$ cat src/rtl/bool_bist_pkg.sv
// Shared types and constants for the 3-input Boolean block self-test engine.
// GOLDEN_Q1 is the truth table of F = AB + A'C, bit i = F for {A,B,C} = i.
package bool_bist_pkg;

    typedef enum logic [1:0] {
        IDLE,
        SETTLE,
        SAMPLE,
        DONE
    } bist_state_t;

    localparam logic [7:0]  GOLDEN_Q1 = 8'hCA;
    localparam int unsigned VEC_W     = 3;
    localparam int unsigned NUM_VEC   = 8;

endpackage

$ cat src/rtl/bool_bist_settle_timer.sv
// Loadable 4-bit down-counter that holds each stimulus vector for the settle time.
// Load has priority over count; the counter parks at zero.
module bool_bist_settle_timer (
    input  logic       clk,
    input  logic       rst_n,
    input  logic       load,
    input  logic [3:0] load_val,
    input  logic       en,
    output logic       zero
);

    logic [3:0] count;

    always_ff @(posedge clk) begin
        if (!rst_n) begin
            count <= '0;
        end else if (load) begin
            count <= load_val;
        end else if (en && (count != 4'd0)) begin
            count <= count - 4'd1;
        end
    end

    assign zero = (count == 4'd0);

endmodule

$ cat src/rtl/bool3_bist_ctrl.sv
// BIST controller: sweeps all 8 {A,B,C} vectors into a combinational block, samples F
// after a settle time, and compares the captured truth table against GOLDEN.
module bool3_bist_ctrl
    import bool_bist_pkg::*;
#(
    parameter logic [7:0]  GOLDEN        = GOLDEN_Q1,
    parameter int unsigned SETTLE_CYCLES = 2
) (
    input  logic       clk,
    input  logic       rst_n,
    input  logic       start,
    input  logic       dut_f,
    output logic       dut_a,
    output logic       dut_b,
    output logic       dut_c,
    output logic       busy,
    output logic       done,
    output logic       pass,
    output logic [7:0] captured,
    output logic [3:0] fail_cnt,
    output logic [2:0] fail_idx
);

    localparam logic [VEC_W-1:0] LAST_VEC   = VEC_W'(NUM_VEC - 1);
    localparam logic [3:0]       TIMER_INIT = 4'(SETTLE_CYCLES - 1);

    bist_state_t      state;
    logic [VEC_W-1:0] vec;
    logic             accept;
    logic             mismatch;
    logic             timer_load;
    logic             timer_en;
    logic             timer_zero;

    assign accept     = ((state == IDLE) || (state == DONE)) && start;
    assign mismatch   = (dut_f != GOLDEN[vec]);
    assign timer_load = accept || ((state == SAMPLE) && (vec != LAST_VEC));
    assign timer_en   = (state == SETTLE);

    bool_bist_settle_timer u_timer (
        .clk      (clk),
        .rst_n    (rst_n),
        .load     (timer_load),
        .load_val (TIMER_INIT),
        .en       (timer_en),
        .zero     (timer_zero)
    );

    // The vector register drives the stimulus directly, so it stays at 7 in DONE.
    assign dut_a = vec[2];
    assign dut_b = vec[1];
    assign dut_c = vec[0];

    always_ff @(posedge clk) begin
        if (!rst_n) begin
            state    <= IDLE;
            vec      <= '0;
            busy     <= 1'b0;
            done     <= 1'b0;
            pass     <= 1'b0;
            captured <= '0;
            fail_cnt <= '0;
            fail_idx <= '0;
        end else begin
            case (state)
                IDLE, DONE: begin
                    if (start) begin
                        vec      <= '0;
                        captured <= '0;
                        fail_cnt <= '0;
                        fail_idx <= '0;
                        done     <= 1'b0;
                        pass     <= 1'b0;
                        busy     <= 1'b1;
                        state    <= SETTLE;
                    end
                end
                SETTLE: begin
                    if (timer_zero) begin
                        state <= SAMPLE;
                    end
                end
                SAMPLE: begin
                    captured[vec] <= dut_f;
                    if (mismatch) begin
                        fail_cnt <= fail_cnt + 4'd1;
                        if (fail_cnt == 4'd0) begin
                            fail_idx <= vec;
                        end
                    end
                    // pass folds in the current vector, since fail_cnt updates on this edge
                    if (vec == LAST_VEC) begin
                        busy  <= 1'b0;
                        done  <= 1'b1;
                        pass  <= (fail_cnt == 4'd0) && !mismatch;
                        state <= DONE;
                    end else begin
                        vec   <= vec + 1'b1;
                        state <= SETTLE;
                    end
                end
                default: state <= IDLE;
            endcase
        end
    end

endmodule

$ cat config.mk
export PLATFORM = sky130hd
export DESIGN_NAME = bool3_bist_ctrl
export DESIGN_NICKNAME = d
export VERILOG_FILES = /design/src/rtl/bool_bist_pkg.sv /design/src/rtl/bool_bist_settle_timer.sv /design/src/rtl/bool3_bist_ctrl.sv
export SDC_FILE = /design/constraint.sdc
export NUM_CORES = 1
export LEC_CHECK = 0
export ABC_CLOCK_PERIOD_IN_PS = 2400
export CAP_MARGIN = 40
export CORE_ASPECT_RATIO = 1.25
export CORE_MARGIN = 5
export CORE_UTILIZATION = 40
export DETAILED_ROUTE_END_ITERATION = 12
export PLACE_DENSITY_LB_ADDON = 0.05
export SETUP_SLACK_MARGIN = 0.05
export SYNTH_ARGS = -nofsm -noshare
export SYNTH_HDL_FRONTEND = slang
export SYNTH_SLANG_ARGS = --single-unit
export TNS_END_PERCENT = 5
$ cat constraint.sdc
create_clock -name clk -period 2.4 [get_ports clk]
set_input_delay 0.36 -clock clk [delete_from_list [all_inputs] [get_ports clk]]
set_output_delay 0.36 -clock clk [all_outputs]
set_load 0.02 [all_outputs]
==> results of run 1 <==
flip-flops by register name, summed over array words and instances (netlist names), 2 cells and up, named ones only:
name,cells
captured,8
fail_idx,3
state,2
fail_cnt,4
vec,3
u_timer.count,4
cell usage after synthesis, types with 4 or more instances:
master,number,area [µm²]
nor2b_1,4,25.0
nand2b_1,4,25.0
ha_1,8,100
clkbuf_1,5,18.8
o21ai_0,11,55.1
dfxtp_1,28,561
inv_1,9,33.8
nand2_1,18,67.6
a22oi_1,5,37.5
nor2_1,28,105
nor3_1,5,25.0
a21oi_1,16,80.1
metal layers:
layer  global-route usage, %  routed length (µm)
met5                       0                   0
met4                    5.50                  53
met3                    2.71                 131
met2                    25.2                1680
met1                    19.3                1740
path summary, 6_finish.rpt:
kind          startpoint          end  slack (ns)  cells past startpoint
max             state[0]         flop        0.34                      6
min          fail_idx[0]  fail_idx[0]        0.46                      2
max reg2reg     state[0]         flop        0.34                      6
min reg2reg  fail_idx[0]  fail_idx[0]        0.46                      2
where the power goes:
group	internal [µW]	switching, µW
Sequential	504	28.8
Clock	224	162
Combinational	200	335
Total	928	526
cell families (layout without fill, tap and decap cells):
family,Yosys count,after routing,synth area share [%]
compound gates,47,47,21.3
xor+xnor,4,4,2.35
fa+ha+maj,8,8,6.72
buf+inv,19,46,5.71
flops,28,28,37.6
mux,5,5,3.53
simple gates,72,72,22.7
per-stage QoR:
step	utilization [%]	std cells	power [µW]	hold slack, ns	setup slack [ns]
2_1_floorplan	-	183	948	0.469	0.399
6_report	52.5	249	1450	0.463	0.342
4_1_cts	52.5	249	1460	0.469	0.324
3_5_place_dp	50.5	245	1080	0.452	0.269
3_3_place_gp	50.5	245	1060	0.452	0.294
5_1_grt	52.5	249	1550	0.494	0.169
cell type report:
type	instances	area, µm²
sequential	28	561
timing repair buffer	32	300
fill	351	1680
inverter	10	37.5
tap	39	48.8
multi-input combinational	136	843
clock buffer	3	41.3
clock inverter	1	30.0
worst reg2reg max path: stages (launching register included):
cell and delay (ns):
dfxtp_1 0.35, inv_1 0.06, ha_1 0.50, mux2i_1 0.25, nor2_1 0.05, a221oi_1 0.35, mux2_2 0.39
==> reports/metrics.csv, run 1 <==
stage,metric,value,unit
floorplan,initial_utilization,42.0,%
critical_path,arrival,2.24,ns
clocking,cts_setup_buffers,0,
sta,setup_viol,0,
sta,fmax,486,MHz
clocking,clockRootBuffer,clkbuf_8,
power_and_ir_drop,p_leak,0.000705,µW
place,portBuffers,24,
final_layout,num_antenna_cells,0,
clocking,cts.repair.resized,0,
critical_path,crit_slowest_cell,ha_1,
sta,fin_skew,0.00662,ns
critical_path,end_kind,flop,
sta,finalCriticalPeriod,2.06,ns
final_layout,nNetsFinal,223,
critical_path,cp_top_family,multiplexers,
drt,via_per_inst,5.56,
floorplan,die_h,78.2,µm
synthesis,synth_ff_type,dfxtp_1,
clocking,clk_pin_slew_worst_paths,0.10,ns
critical_path,path_buf_inv,1,
drt,drc,0,
critical_path,required,2.58,ns
place,dpl-instance-area,1790,µm²
clocking,cts_hold_buf,0,
sta,layout_worst_path_cycle_share,85.8,%
synthesis,yosys_warnings,0,
critical_path,crit_fanout,13,
final_layout,layout-drive-gt1-share,9.52,%
clocking,insertion_delay,0.29,ns
global_route,antenna_found_initial,0,
min_path,hold_path.class,flop to flop,
clocking,htreeDepth,1,
final_layout,final_cell_mix,"nor2_1, dfxtp_1, clkdlybuf4s50_1",
clocking,numClockSinks,28,
sta,slew-limit-headroom,52.0,%
drt,first_iter_violations,133,
floorplan,pin_count,25,
clocking,cts_tree,done,
synthesis,postSynthCellCount,183,
power_and_ir_drop,power_density,781,nW/µm²
critical_path,slowest_delay,0.50,ns
drt,wl,3.60,mm
synthesis,async_flop_share,0,%
place,globalplace.congestion,0.776,
global_route,grt_max_degree,17,
synthesis,syn_nets,195,
final_layout,fin_area,1860,µm²
run,cap_violations,0,
synthesis,syn_area_per_cell,8.14,µm²
synthesis,ys_seq_area_share,37.6,%
drt,ant_nets,0,
power_and_ir_drop,peakVddDrop,0.322,mV
sta,rsz0062_at_grt,false,
critical_path,critPathKind,flop to flop,
floorplan,coreArea,3540,µm²
global_route,track_usage,15.1,%
synthesis,netlist_area,1490,µm²
final_layout,area_growth,25.0,%
synthesis,synth-seq-cells,28,
floorplan,dieArea,5050,µm²
synthesis,synth.distinct_cells,40,
global_route,grt_pass1_vias,1319,
clocking,cts_inserted_buffers,3,
floorplan,core.rowCount,24,
drt,wl_per_cell,14.5,µm
synthesis,synth_edf_count,0,
global_route,grt_pass1_wl,6.19,mm
drt,num_vias,1385,
global_route,overflow,0,
sta,finalMaxSlewViolations,0,
drt,drt_pass1_iterations,4,
sta,fin_tns_setup,0,ns
place,dp_hpwl,2.61,mm
sta,worstMarginPinSlew,0.712,ns
critical_path,path_cells,inv_1 > ha_1 > mux2i_1 > nor2_1 > a221oi_1 > mux2_2,
sta,hold_viol,0,
critical_path,start_kind,flop,
outcome,status,completed,
floorplan,chipWidth,64.6,µm
clocking,cts_buffer_depth,2,
Power figures use the tool's default switching activity.
==> run 2: changes to the inputs <==
--- a/config.mk
+++ b/config.mk
@@ -5,11 +5,12 @@
 export SDC_FILE = /design/constraint.sdc
 export NUM_CORES = 1
 export LEC_CHECK = 0
-export ABC_CLOCK_PERIOD_IN_PS = 2400
+export ABC_AREA = 1
+export ABC_CLOCK_PERIOD_IN_PS = 1900
 export CAP_MARGIN = 40
 export CORE_ASPECT_RATIO = 1.25
 export CORE_MARGIN = 5
-export CORE_UTILIZATION = 40
+export CORE_UTILIZATION = 52
 export DETAILED_ROUTE_END_ITERATION = 12
 export PLACE_DENSITY_LB_ADDON = 0.05
 export SETUP_SLACK_MARGIN = 0.05
==> constraint.sdc (replaced) <==
create_clock -name clk -period 1.9 [get_ports clk]
set_input_delay 0.285 -clock clk [delete_from_list [all_inputs] [get_ports clk]]
set_output_delay 0.285 -clock clk [all_outputs]
set_load 0.02 [all_outputs]
==> reports/metrics.csv, run 2 <==
stage,metric,value,unit
floorplan,dieArea,4100,µm²
min_path,hold_path.class,flop to flop,
drt,first_iter_violations,58,
clocking,htreeDepth,1,
synthesis,async_flop_share,0,%
critical_path,slowest_delay,0.65,ns
power_and_ir_drop,power,1960,µW
final_layout,num_antenna_cells,0,
synthesis,yosys_warnings,0,
drt,drt_pass1_iterations,5,
drt,num_vias,1459,
critical_path,cp_top_family,buffers and inverters,
critical_path,arrival,1.44,ns
sta,finalMaxSlewViolations,0,
critical_path,path_buf_inv,1,
global_route,grt_pass1_wl,5.72,mm
clocking,cts_buffer_depth,2,
global_route,grt_pass1_vias,1363,
final_layout,area_growth,25.5,%
sta,finalCriticalPeriod,1.73,ns
clocking,cts_inserted_buffers,3,
global_route,track_usage,16.9,%
final_layout,layout_commonest_cell,nand2_1,
synthesis,netlist_area,1520,µm²
synthesis,yosys-top-cells-area,"dfxtp_1, nand2_1, inv_1",
sta,worstMarginPinSlew,0.444,ns
sta,layout_worst_path_cycle_share,91.0,%
critical_path,crit_slowest_cell,clkdlybuf4s50_1,
clocking,clockRootBuffer,clkbuf_4,
floorplan,core.rowCount,22,
drt,drc,0,
final_layout,reg_top3,"captured: 8 flops, fail_cnt: 4 flops, u_timer.count: 4 flops",
power_and_ir_drop,power_density,1030,nW/µm²
critical_path,required,1.62,ns
synthesis,synth-seq-cells,28,
run,cap_violations,0,
drt,wl,3.04,mm
final_layout,layout-drive-gt1-share,6.15,%
floorplan,pin_count,25,
critical_path,end_kind,output pin,
sta,slew-limit-headroom,70.4,%
synthesis,yosysTopAreaCellShare,37.0,%
sta,hold_viol,0,
synthesis,yosysMostFrequentCell,nand2_1,
final_layout,fin_util,66.4,%
synthesis,syn_area_per_cell,6.59,µm²
global_route,overflow,0,
clocking,clk_pin_slew_worst_paths,0.15,ns
drt,via_per_inst,4.93,
final_layout,nNetsFinal,273,
synthesis,synth.distinct_cells,18,
global_route,grt_max_degree,22,
sta,fin_skew,0.00197,ns
synthesis,synth_edf_count,0,
critical_path,worst_r2r_path_depth,11,
min_path,hold_path_depth,2,
synthesis,syn_nets,242,
critical_path,path_cells,clkdlybuf4s50_1,
power_and_ir_drop,peakVddDrop,0.743,mV
place,portBuffers,24,
clocking,numClockSinks,28,
final_layout,largest-register,captured,
floorplan,initial_utilization,52.9,%
drt,ant_nets,0,
clocking,cts_tree,done,
final_layout,fillers,273,
sta,fin_tns_setup,0,ns
floorplan,chipWidth,58.3,µm
clocking,insertion_delay,0.32,ns
outcome,status,completed,
synthesis,ys_seq_area_share,37.0,%
critical_path,cp.depth,1,
floorplan,coreArea,2860,µm²
drt,wl_per_cell,10.3,µm
final_layout,largest_reg_flops,8,
place,globalplace.congestion,0.873,
critical_path,critPathKind,flop to output pin,
sta,setup_viol,0,
synthesis,synth_common_cells,"nand2_1, inv_1, dfxtp_1, nor2_1, nand3_1",
critical_path,crit_fanout,6,
sta,fmax,578,MHz
final_layout,final_cell_mix,"nand2_1, inv_1, dfxtp_1",
synthesis,postSynthCellCount,230,
synthesis,synth_area_leader_cell,dfxtp_1,
critical_path,start_kind,flop,
floorplan,die_h,70.4,µm
place,dp_hpwl,2.31,mm
global_route,antenna_found_initial,0,
power_and_ir_drop,p_leak,0.000836,µW
synthesis,synth_ff_type,dfxtp_1,
sta,rsz0062_at_grt,false,
## run 2: cell families after synthesis
| family | count (synthesis) | share of synthesized area [%] |
|---|---|---|
| DFF | 28 | 37.0 |
| AOI/OAI and AO/OA | 26 | 8.92 |
| adders and majority gates | 8 | 6.61 |
| and+or+nand+nor | 128 | 37.2 |
| buffers and inverters | 40 | 10.3 |
## run 2: cell type report
type	count	area, µm²	share of cell area [%]
well taps	36	45.0	2.37
repair buffers	32	313	16.4
multi-input cells	162	803	42.2
flip-flops and latches	28	561	29.5
clock inverters	1	30.0	1.58
inverters	34	128	6.71
clock buffers	3	22.5	1.18
## run 2: final timing paths
| check | startpoint | to | slack (ns) |
|---|---|---|---|
| worst max-delay path | fail_cnt[0] | fail_cnt[0] | 0.17 |
| worst min-delay path | captured[0] | captured[0] | 0.47 |
| worst max register to register | state[0] | flop | 0.28 |
| worst min register to register | captured[0] | captured[0] | 0.47 |
## run 2: through the flow
stage | area [µm²] | instances | worst slack [ns] | hold WS [ns]
after floorplan | 1520 | 230 | 0.422 | 0.417
after global placement | 1840 | 292 | 0.193 | 0.446
after detailed placement | 1840 | 292 | 0.207 | 0.452
after CTS | 1900 | 296 | 0.149 | 0.473
after global routing | 1900 | 296 | 0.0715 | 0.496
final | 1900 | 296 | 0.170 | 0.467
## run 2: repair_timing
item                                    4_1_cts  5_1_grt
setup buffers                                 0        0
resized for setup                             0        2
hold buffers                                  0        0
endpoints found under the hold margin         0        0
endpoints found under the setup margin        0        5
## run 2: report_power, final
group | switching, µW | internal (µW) | total (µW) | leakage [µW]
Clock | 177 | 213 | 390 | 0.0000279
Sequential | 53.0 | 665 | 718 | 0.000228
Combinational | 505 | 349 | 854 | 0.000580
## run 2: per-layer routing
metal	routed length (µm)	share of wire [%]	global-route usage (%)
met1	1480	48	23.2
met3	124	4.1	2.03
met5	0	0	0
met4	24	0.79	5.15
met2	1420	47	27.1
==> run 3: changes to the inputs <==
--- a/config.mk
+++ b/config.mk
@@ -8,9 +8,9 @@
 export ABC_AREA = 1
 export ABC_CLOCK_PERIOD_IN_PS = 1900
 export CAP_MARGIN = 40
-export CORE_ASPECT_RATIO = 1.25
+export CORE_ASPECT_RATIO = 1.5
 export CORE_MARGIN = 5
-export CORE_UTILIZATION = 52
+export CORE_UTILIZATION = 40
 export DETAILED_ROUTE_END_ITERATION = 12
 export PLACE_DENSITY_LB_ADDON = 0.05
 export SETUP_SLACK_MARGIN = 0.05
==> reports/metrics.csv, run 3 (synthesized netlist as in run 2, its figures left out) <==
stage,metric,value,unit
floorplan,dieArea,5140,µm²
critical_path,required,1.62,ns
drt,via_per_inst,4.93,
global_route,grt_max_degree,21,
floorplan,core.rowCount,27,
global_route,track_usage,14.4,%
power_and_ir_drop,intPower,1180,µW
clocking,numClockSinks,28,
clocking,cts_tree,done,
final_layout,reg_top3,"captured: 8 flops, fail_cnt: 4 flops, u_timer.count: 4 flops",
power_and_ir_drop,clkPwrFrac,19.8,%
clocking,insertion_delay,0.28,ns
final_layout,fillers,388,
power_and_ir_drop,p_leak,0.000834,µW
final_layout,layout-drive-gt1-share,5.38,%
sta,fin_skew,0.00326,ns
final_layout,nNetsFinal,273,
power_and_ir_drop,switching_share,39.1,%
critical_path,start_kind,flop,
final_layout,final_cell_mix,"nand2_1, inv_1, dfxtp_1",
critical_path,worst_r2r_path_depth,10,
clocking,cts_hold_buf,0,
drt,ant_nets,0,
final_layout,layout_commonest_cell,nand2_1,
critical_path,crit_slowest_cell,clkdlybuf4s50_1,
drt,drt_pass1_iterations,4,
critical_path,cp_top_family,buffers and inverters,
clocking,clk_pin_slew_worst_paths,0.10,ns
min_path,hold_path_depth,2,
power_and_ir_drop,peakVddDrop,0.549,mV
sta,worstMarginPinSlew,0.473,ns
drt,first_iter_violations,24,
floorplan,chipWidth,60.3,µm
sta,slew-limit-headroom,68.5,%
sta,fin_tns_setup,0,ns
clocking,cts_setup_buffers,0,
drt,drc,0,
floorplan,die_h,85.4,µm
critical_path,path_cells,clkdlybuf4s50_1,
critical_path,arrival,1.40,ns
clocking,cts_inserted_buffers,3,
power_and_ir_drop,power_density,1020,nW/µm²
floorplan,coreArea,3680,µm²
critical_path,cp.depth,1,
power_and_ir_drop,switchingPower,754,µW
global_route,grt_pass1_vias,1386,
global_route,overflow,0,
critical_path,critPathKind,flop to output pin,
final_layout,area_growth,25.4,%
critical_path,crit_fanout,7,
sta,setup_viol,0,
min_path,hold_path.class,flop to flop,
global_route,grt_pass1_wl,5.86,mm
place,globalplace.congestion,0.808,
run,cap_violations,0,
drt,wl_per_cell,11.3,µm
sta,rsz0062_at_grt,false,
power_and_ir_drop,seqPwrFrac,37.2,%
floorplan,pin_count,25,
clocking,htreeDepth,1,
sta,hold_viol,0,
sta,finalCriticalPeriod,1.68,ns
critical_path,path_buf_inv,1,
sta,finalMaxSlewViolations,0,
place,dp_hpwl,2.54,mm
place,portBuffers,24,
clocking,cts_buffer_depth,2,
final_layout,num_antenna_cells,0,
sta,fmax,594,MHz
floorplan,initial_utilization,41.1,%
outcome,status,completed,
critical_path,end_kind,output pin,
global_route,antenna_found_initial,0,
drt,num_vias,1495,
final_layout,fin_util,51.6,%
power_and_ir_drop,combPwrFrac,43.0,%
drt,wl,3.42,mm
sta,layout_worst_path_cycle_share,88.6,%
final_layout,largest-register,captured,
final_layout,largest_reg_flops,8,
clocking,clockRootBuffer,clkbuf_8,
critical_path,slowest_delay,0.65,ns
==> run 3: cell count changes in the layout (fill, tap and decap cells not counted), sizes merged <==
cell | previous run | this run
bufinv | 1 | 0
clkbuf | 3 | 4
==> run 3: power by group through the flow <==
stage	clock network, µW	registers [µW]	logic (µW)
floorplan	0	792	527
global placement	0	732	829
detailed placement	0	733	820
CTS	401	719	827
global route	416	728	953
finish	382	718	830
==> run 3: through the flow <==
step / power, µW / hold slack, ns / std cells / setup WS (ns) / instance area, µm²
detailed placement: 1550 / 0.450 / 299 / 0.242 / 1840
CTS: 1950 / 0.466 / 303 / 0.181 / 1900
global route: 2100 / 0.482 / 303 / 0.0574 / 1900
global placement: 1560 / 0.447 / 299 / 0.224 / 1840
floorplan: 1320 / 0.417 / 230 / 0.422 / 1520
finish: 1930 / 0.465 / 303 / 0.216 / 1900
==> run 3: cell type report <==
cell class / instances / area (µm²) / share of cell area (%)
clock buffer: 4 / 55.1 / 2.90
inverter: 34 / 128 / 6.72
timing repair buffer: 32 / 304 / 16.0
tap: 43 / 53.8 / 2.83
multi-input combinational: 162 / 798 / 42.0
sequential: 28 / 561 / 29.5
==> run 3: final timing paths <==
kind	start	endpoint	slack [ns]
max	vec[2]	dut_a	0.22
min	captured[2]	captured[2]	0.47
max reg2reg	state[0]	fail_idx[0]	0.24
min reg2reg	captured[2]	captured[2]	0.47
==> run 3: metal layers <==
layer	global-route usage, %	wire length (µm)	share of wire, %
met1	17.1	1580	46
met2	24.7	1690	49
met3	1.98	93	2.7
met4	6.25	63	1.8
met5	0	0	0
==> run 3: what timing repair did <==
item / in CTS / in global routing
hold endpoints to repair: 0 / 0
gates resized for setup: 0 / 1
setup endpoints to repair: 0 / 2
